`src/rtl/cpu_pkg.sv`:
```
// rtl/cpu_pkg.sv - shared CPU widths, fetch FSM state type and opcode field bounds
package cpu_pkg;

    localparam int ADDR_W  = 28;
    localparam int INSTR_W = 32;

    typedef enum logic [1:0] {
        IFU_IDLE = 2'd0,
        IFU_REQ  = 2'd1,
        IFU_HOLD = 2'd2,
        IFU_HALT = 2'd3
    } ifu_state_t;

    // Opcode field position inside an instruction word, shared with instruction_register
    localparam int OPCODE_MSB = 31;
    localparam int OPCODE_LSB = 26;
    localparam int OPCODE_W   = OPCODE_MSB - OPCODE_LSB + 1;

endpackage

```
`src/rtl/ifu_pc_reg.sv`:
```
// rtl/ifu_pc_reg.sv - program counter register with reset / jump / increment / hold select
module ifu_pc_reg
    import cpu_pkg::*;
#(
    parameter int              PC_W     = ADDR_W,
    parameter logic [PC_W-1:0] RESET_PC = '0,
    parameter int              PC_STEP  = 4
) (
    input  logic            clock,
    input  logic            reset,
    input  logic            load,
    input  logic [PC_W-1:0] load_value,
    input  logic            advance,
    output logic [PC_W-1:0] pc
);

    // Increment deliberately truncates so the PC wraps to zero at the top of memory
    always_ff @(posedge clock) begin
        if (reset) begin
            pc <= RESET_PC;
        end else if (load) begin
            pc <= load_value;
        end else if (advance) begin
            pc <= pc + PC_W'(PC_STEP);
        end
    end

endmodule

```
`src/rtl/instruction_fetch_unit.sv`:
```
// rtl/instruction_fetch_unit.sv - PC, word fetch FSM and IR-facing output registers; optional watchdog via IFU_TIMEOUT_EN
module instruction_fetch_unit
    import cpu_pkg::*;
#(
    parameter int                ADDR_W         = cpu_pkg::ADDR_W,
    parameter int                INSTR_W        = cpu_pkg::INSTR_W,
    parameter logic [ADDR_W-1:0] RESET_PC       = '0,
    parameter int                PC_STEP        = 4,
    parameter int                TIMEOUT_CYCLES = 16
) (
    input  logic               clock,
    input  logic               reset,
    output logic               mem_req,
    output logic [ADDR_W-1:0]  mem_addr,
    input  logic               mem_ready,
    input  logic [INSTR_W-1:0] mem_rdata,
    input  logic               jump_valid,
    input  logic [ADDR_W-1:0]  jump_target,
    input  logic               stall,
    output logic               instr_valid,
    output logic [INSTR_W-1:0] instr_out,
    output logic [ADDR_W-1:0]  pc_out
`ifdef IFU_TIMEOUT_EN
    ,
    output logic               fetch_fault
`endif
);

    localparam logic [1:0] ST_IDLE = 2'(IFU_IDLE);
    localparam logic [1:0] ST_REQ  = 2'(IFU_REQ);
    localparam logic [1:0] ST_HOLD = 2'(IFU_HOLD);
    localparam logic [1:0] ST_HALT = 2'(IFU_HALT);

    logic [1:0]        state;
    logic [ADDR_W-1:0] pc;
    logic              jump_take;
    logic              capture;

    // A jump wins over any returned data; a halted unit ignores jumps
    assign jump_take = jump_valid && (state != ST_HALT);
    assign capture   = (state == ST_REQ) && mem_ready && !jump_valid;

    assign mem_req  = (state == ST_REQ);
    assign mem_addr = pc;

    ifu_pc_reg #(
        .PC_W     (ADDR_W),
        .RESET_PC (RESET_PC),
        .PC_STEP  (PC_STEP)
    ) u_pc_reg (
        .clock      (clock),
        .reset      (reset),
        .load       (jump_take),
        .load_value (jump_target),
        .advance    (capture),
        .pc         (pc)
    );

`ifdef IFU_TIMEOUT_EN
    localparam int WD_W = $clog2(TIMEOUT_CYCLES + 1);

    logic [WD_W-1:0] wd_count;

    always_ff @(posedge clock) begin
        if (reset) begin
            state       <= ST_IDLE;
            instr_valid <= 1'b0;
            instr_out   <= '0;
            pc_out      <= '0;
            wd_count    <= '0;
            fetch_fault <= 1'b0;
        end else if (state == ST_HALT) begin
            state <= ST_HALT;
        end else if (jump_valid) begin
            state       <= ST_REQ;
            instr_valid <= 1'b0;
            wd_count    <= '0;
        end else begin
            case (state)
                ST_IDLE: begin
                    state    <= ST_REQ;
                    wd_count <= '0;
                end
                ST_REQ: begin
                    if (mem_ready) begin
                        instr_out   <= mem_rdata;
                        pc_out      <= pc;
                        instr_valid <= 1'b1;
                        state       <= ST_HOLD;
                    end else if (wd_count == WD_W'(TIMEOUT_CYCLES - 1)) begin
                        fetch_fault <= 1'b1;
                        state       <= ST_HALT;
                    end else begin
                        wd_count <= wd_count + 1'b1;
                    end
                end
                ST_HOLD: begin
                    if (!stall) begin
                        instr_valid <= 1'b0;
                        state       <= ST_REQ;
                        wd_count    <= '0;
                    end
                end
                default: state <= ST_HALT;
            endcase
        end
    end
`else
    logic unused_timeout;
    assign unused_timeout = TIMEOUT_CYCLES[0];

    always_ff @(posedge clock) begin
        if (reset) begin
            state       <= ST_IDLE;
            instr_valid <= 1'b0;
            instr_out   <= '0;
            pc_out      <= '0;
        end else if (jump_take) begin
            state       <= ST_REQ;
            instr_valid <= 1'b0;
        end else begin
            case (state)
                ST_IDLE: state <= ST_REQ;
                ST_REQ: begin
                    if (mem_ready) begin
                        instr_out   <= mem_rdata;
                        pc_out      <= pc;
                        instr_valid <= 1'b1;
                        state       <= ST_HOLD;
                    end
                end
                ST_HOLD: begin
                    if (!stall) begin
                        instr_valid <= 1'b0;
                        state       <= ST_REQ;
                    end
                end
                default: state <= ST_IDLE;
            endcase
        end
    end
`endif

endmodule

```
`config.mk`:
```
export PLATFORM = sky130hd
export DESIGN_NAME = instruction_fetch_unit
export DESIGN_NICKNAME = d
export VERILOG_FILES = /design/src/rtl/cpu_pkg.sv /design/src/rtl/ifu_pc_reg.sv /design/src/rtl/instruction_fetch_unit.sv
export SDC_FILE = /design/constraint.sdc
export NUM_CORES = 1
export LEC_CHECK = 0
export ABC_AREA = 0
export CAP_MARGIN = 25
export CORE_ASPECT_RATIO = 0.75
export CORE_MARGIN = 2
export CORE_UTILIZATION = 43
export CTS_CLUSTER_DIAMETER = 60
export DETAILED_ROUTE_END_ITERATION = 12
export HOLD_SLACK_MARGIN = 0.12
export PLACE_DENSITY = 0.8
export SLEW_MARGIN = 20
export SYNTH_ARGS = -nofsm -noshare
export SYNTH_HDL_FRONTEND = slang
export SYNTH_SLANG_ARGS = --single-unit
```
`constraint.sdc`:
```
create_clock -name clock -period 2.25 [get_ports clock]
set_input_delay 0.45 -clock clock [delete_from_list [all_inputs] [get_ports clock]]
set_output_delay 0.45 -clock clock [all_outputs]
set_load 0.005 [all_outputs]
```
==> out/results.txt <==
Via Count: 4066
Remaining Overflow, GRT: 0
Initial antenna violation count: 0
Routed WL: 11.9 mm
Final period util: 93.0%
Worst Tran Pin Value: 0.850 ns
Die width: 112 µm
Pin count of the biggest net entering global routing: 53
Initial Util: 44.6%
Ys async rst share: 0%
Synth top cells by count: nand2_1 (141), dfxtp_1 (91), a21oi_1 (68)
Syn_area_per_cell: 7.99 µm²
Max-Cap Viols: 0
CP delay by family, top: buffers and inverters
Fillers: 681
Pleak: 2.07 nW
Routed wire per std cell: 16.0 µm
Num CTS Buffers: 9
Sequential area share after synthesis: 48.1%
H-tree depth: 3
Slowest cell delay on critical path: 0.49 ns
Distinct cells, synth: 43
Pwr dens: 681 mW/mm²
Achievable Freq: 0.478 GHz
Worst-Skew Late Latency: 0.33 ns
Total setup buffers inserted after CTS: 0
Share of the synthesized area in the top cell type: 48.1%
Layout cell share with drive strength beyond 1: 8.03%
Hold Path Origin: instr_out[16]$_SDFFE_PP0P_
Clock buffer depth: 2
Crit path time final: 2.09 ns
Root buf cell: clkbuf_16
FP Rows: 29
CP Data Required Time: 1.80 ns
Clock slew at reported path FFs: 0.07 ns
Critical Path AT: 1.64 ns
Clock sink total: 91
Antenna cells: 0
Syn Std Cell Area: 0.00379 mm²
Worst reg2reg path depth: 6
CP Class: reg2out
Skew final: 0.00646 ns
Leading area contributor after synthesis: dfxtp_1
Hold EP: instr_out[16]$_SDFFE_PP0P_
R2r setup slk: 0.17 ns
Worst setup EP type: output port
Slowest-stage cell, CP: clkdlybuf4s50_1
Startpoint Class: flip-flop
Slew HR: 43.4%
I/O Pins: 155
CTS tree: built
Core Footprint: 0.00849 mm²
DP HPWL: 8.41 mm
Die height: 85.3 µm
Count leader, synth: nand2_1
FF+latch count, synth: 91
Ys flop type: dfxtp_1
Drt drc: 0
Syn_nets: 545
Syn-to-layout area delta: 56.3%
Die ar.: 0.00959 mm²
GR Util All Layers: 23.9%
Yosys warning total: 0
Post-DRT Antenna Nets: 0
Syn Inst Count: 474
Worst Hold Class: reg2reg
Initial DRC Count: 246
Number of synthesized flops with an enable pin: 0
Hold path cells: 2
Final slew viol count: 0
CP Buf/Inv Count: 3
Vias per std cell: 5.47
Placed cells: 727
CP cell instances: inv_1 > ha_1 > buf_4 > clkdlybuf4s50_1
FF-to-FF End: u_pc_reg.pc[19]$_SDFFE_PP0P_
Total power: 0.00403 W
First-pass DRT Iterations: 5
Crit-path max FO: 4
Final hold vios: 0
Final setup vio count: 0
First-pass GRT wire length: 18.6 mm
Run status: complete, no violations
Final non-filler cell total: 743
Buffers on Ports: 154
Final GP Congestion: 0.829
Synth area leaders: dfxtp_1 (48%), nand2_1 (14%), a21oi_1 (9.0%)
Nets: 701
Worst r2r src: state[1]$_SDFFE_PP0P_
Vias in the first global route: 3743
Peak supply drop: 396 µV
Unrepaired setup endpoints after global routing: no
[where the power goes]
group	internal [W]	switching, W
Clock	0.00112	0.000625
Combinational	0.000307	0.000225
Sequential	0.00168	0.0000716
Total	0.00311	0.000922
[metrics by stage]
step           util, %  cell area (µm²)  setup slack, ns  hold WS, ns  setup TNS (ns)
2_1_floorplan        -             3790            0.326        0.453               0
3_3_place_gp      65.4             5560           -0.103        0.441          -0.379
3_5_place_dp      65.4             5560           -0.235        0.448           -1.13
4_1_cts           69.6             5910           0.0775        0.457               0
5_1_grt           69.8             5920           0.0345        0.475               0
6_report          69.8             5920            0.156        0.453               0
[per-layer routing]
metal	wire length (µm)	track usage [%]	share of wire (%)
met1	5220	31.8	44
met2	5520	38.9	46
met3	1010	6.36	8.5
met4	146	5.76	1.2
met5	0	0	0
[cell type report]
type	instances	area (µm²)	area share, %
multi-input cells	342	1830	30.9
flip-flops and latches	91	1820	30.8
repair buffers	181	1760	29.8
clock buffers	11	243	4.10
well taps	108	135	2.28
clock inverters	5	109	1.84
inverters	5	18.8	0.317
[worst max-delay path by stage]
stage,start,to,slack [ns],depth (start not counted)
after floorplan,state[1]$_SDFFE_PP0P_,u_pc_reg.pc[22]$_SDFFE_PP0P_,0.33,7
after global placement,jump_valid,u_pc_reg.pc[21]$_SDFFE_PP0P_,-0.10,5
after detailed placement,jump_valid,u_pc_reg.pc[19]$_SDFFE_PP0P_,-0.24,5
after CTS,state[1]$_SDFFE_PP0P_,u_pc_reg.pc[19]$_SDFFE_PP0P_,0.08,6
after global routing,state[1]$_SDFFE_PP0P_,u_pc_reg.pc[19]$_SDFFE_PP0P_,0.03,6
final,state[1]$_SDFFE_PP0P_,mem_req,0.16,4
[registers in the layout (all words and copies together), names as in the netlist]
| register | cells |
|---|---|
| instr_valid | 1 |
| pc_out | 28 |
| instr_out | 32 |
| state | 2 |
| u_pc_reg.pc | 28 |
[timing repair]
action	4_1_cts	5_1_grt
hold buffers	0	0
endpoints found under the hold margin	0	0
gates resized for setup	0	2
endpoints found under the setup margin	0	3
[cell families (layout without fill, tap and decap cells)]
logic type,Yosys count,in the layout,synth area share [%]
compound gates,112,112,17.9
xor+xnor,6,6,1.39
fa+ha+maj,6,6,1.98
buf+inv,41,202,4.36
flops,91,91,48.1
mux,1,1,0.297
simple gates,217,217,26.0
[worst min-delay path, cell delays in order, from the launching register on]
cell	delay [ns]
dfxtp_1	0.31
nand2_1	0.05
a21oi_1	0.05
[placed cells by master (no fill, tap or decap), types with 3 or more instances in the layout]
cell,Yosys,layout
nor2_1,22,21
a31oi_1,7,7
dfxtp_1,91,91
and4_1,3,3
nor4_1,5,5
nand3_1,11,10
o211ai_1,3,3
ha_1,6,6
a211oi_1,6,6
nand4_1,6,6
xor2_1,4,4
nand2_1,141,141
inv_1,5,5
bufinv_16,0,3
clkdlybuf4s50_1,0,153
clkbuf_16,0,9
o31ai_1,7,7
or4_1,8,8
or3_1,3,3
buf_4,2,25
a21oi_1,68,68
a311oi_1,7,6
o31a_1,4,4
and3_1,4,4
(Power assumes the default switching activity.)
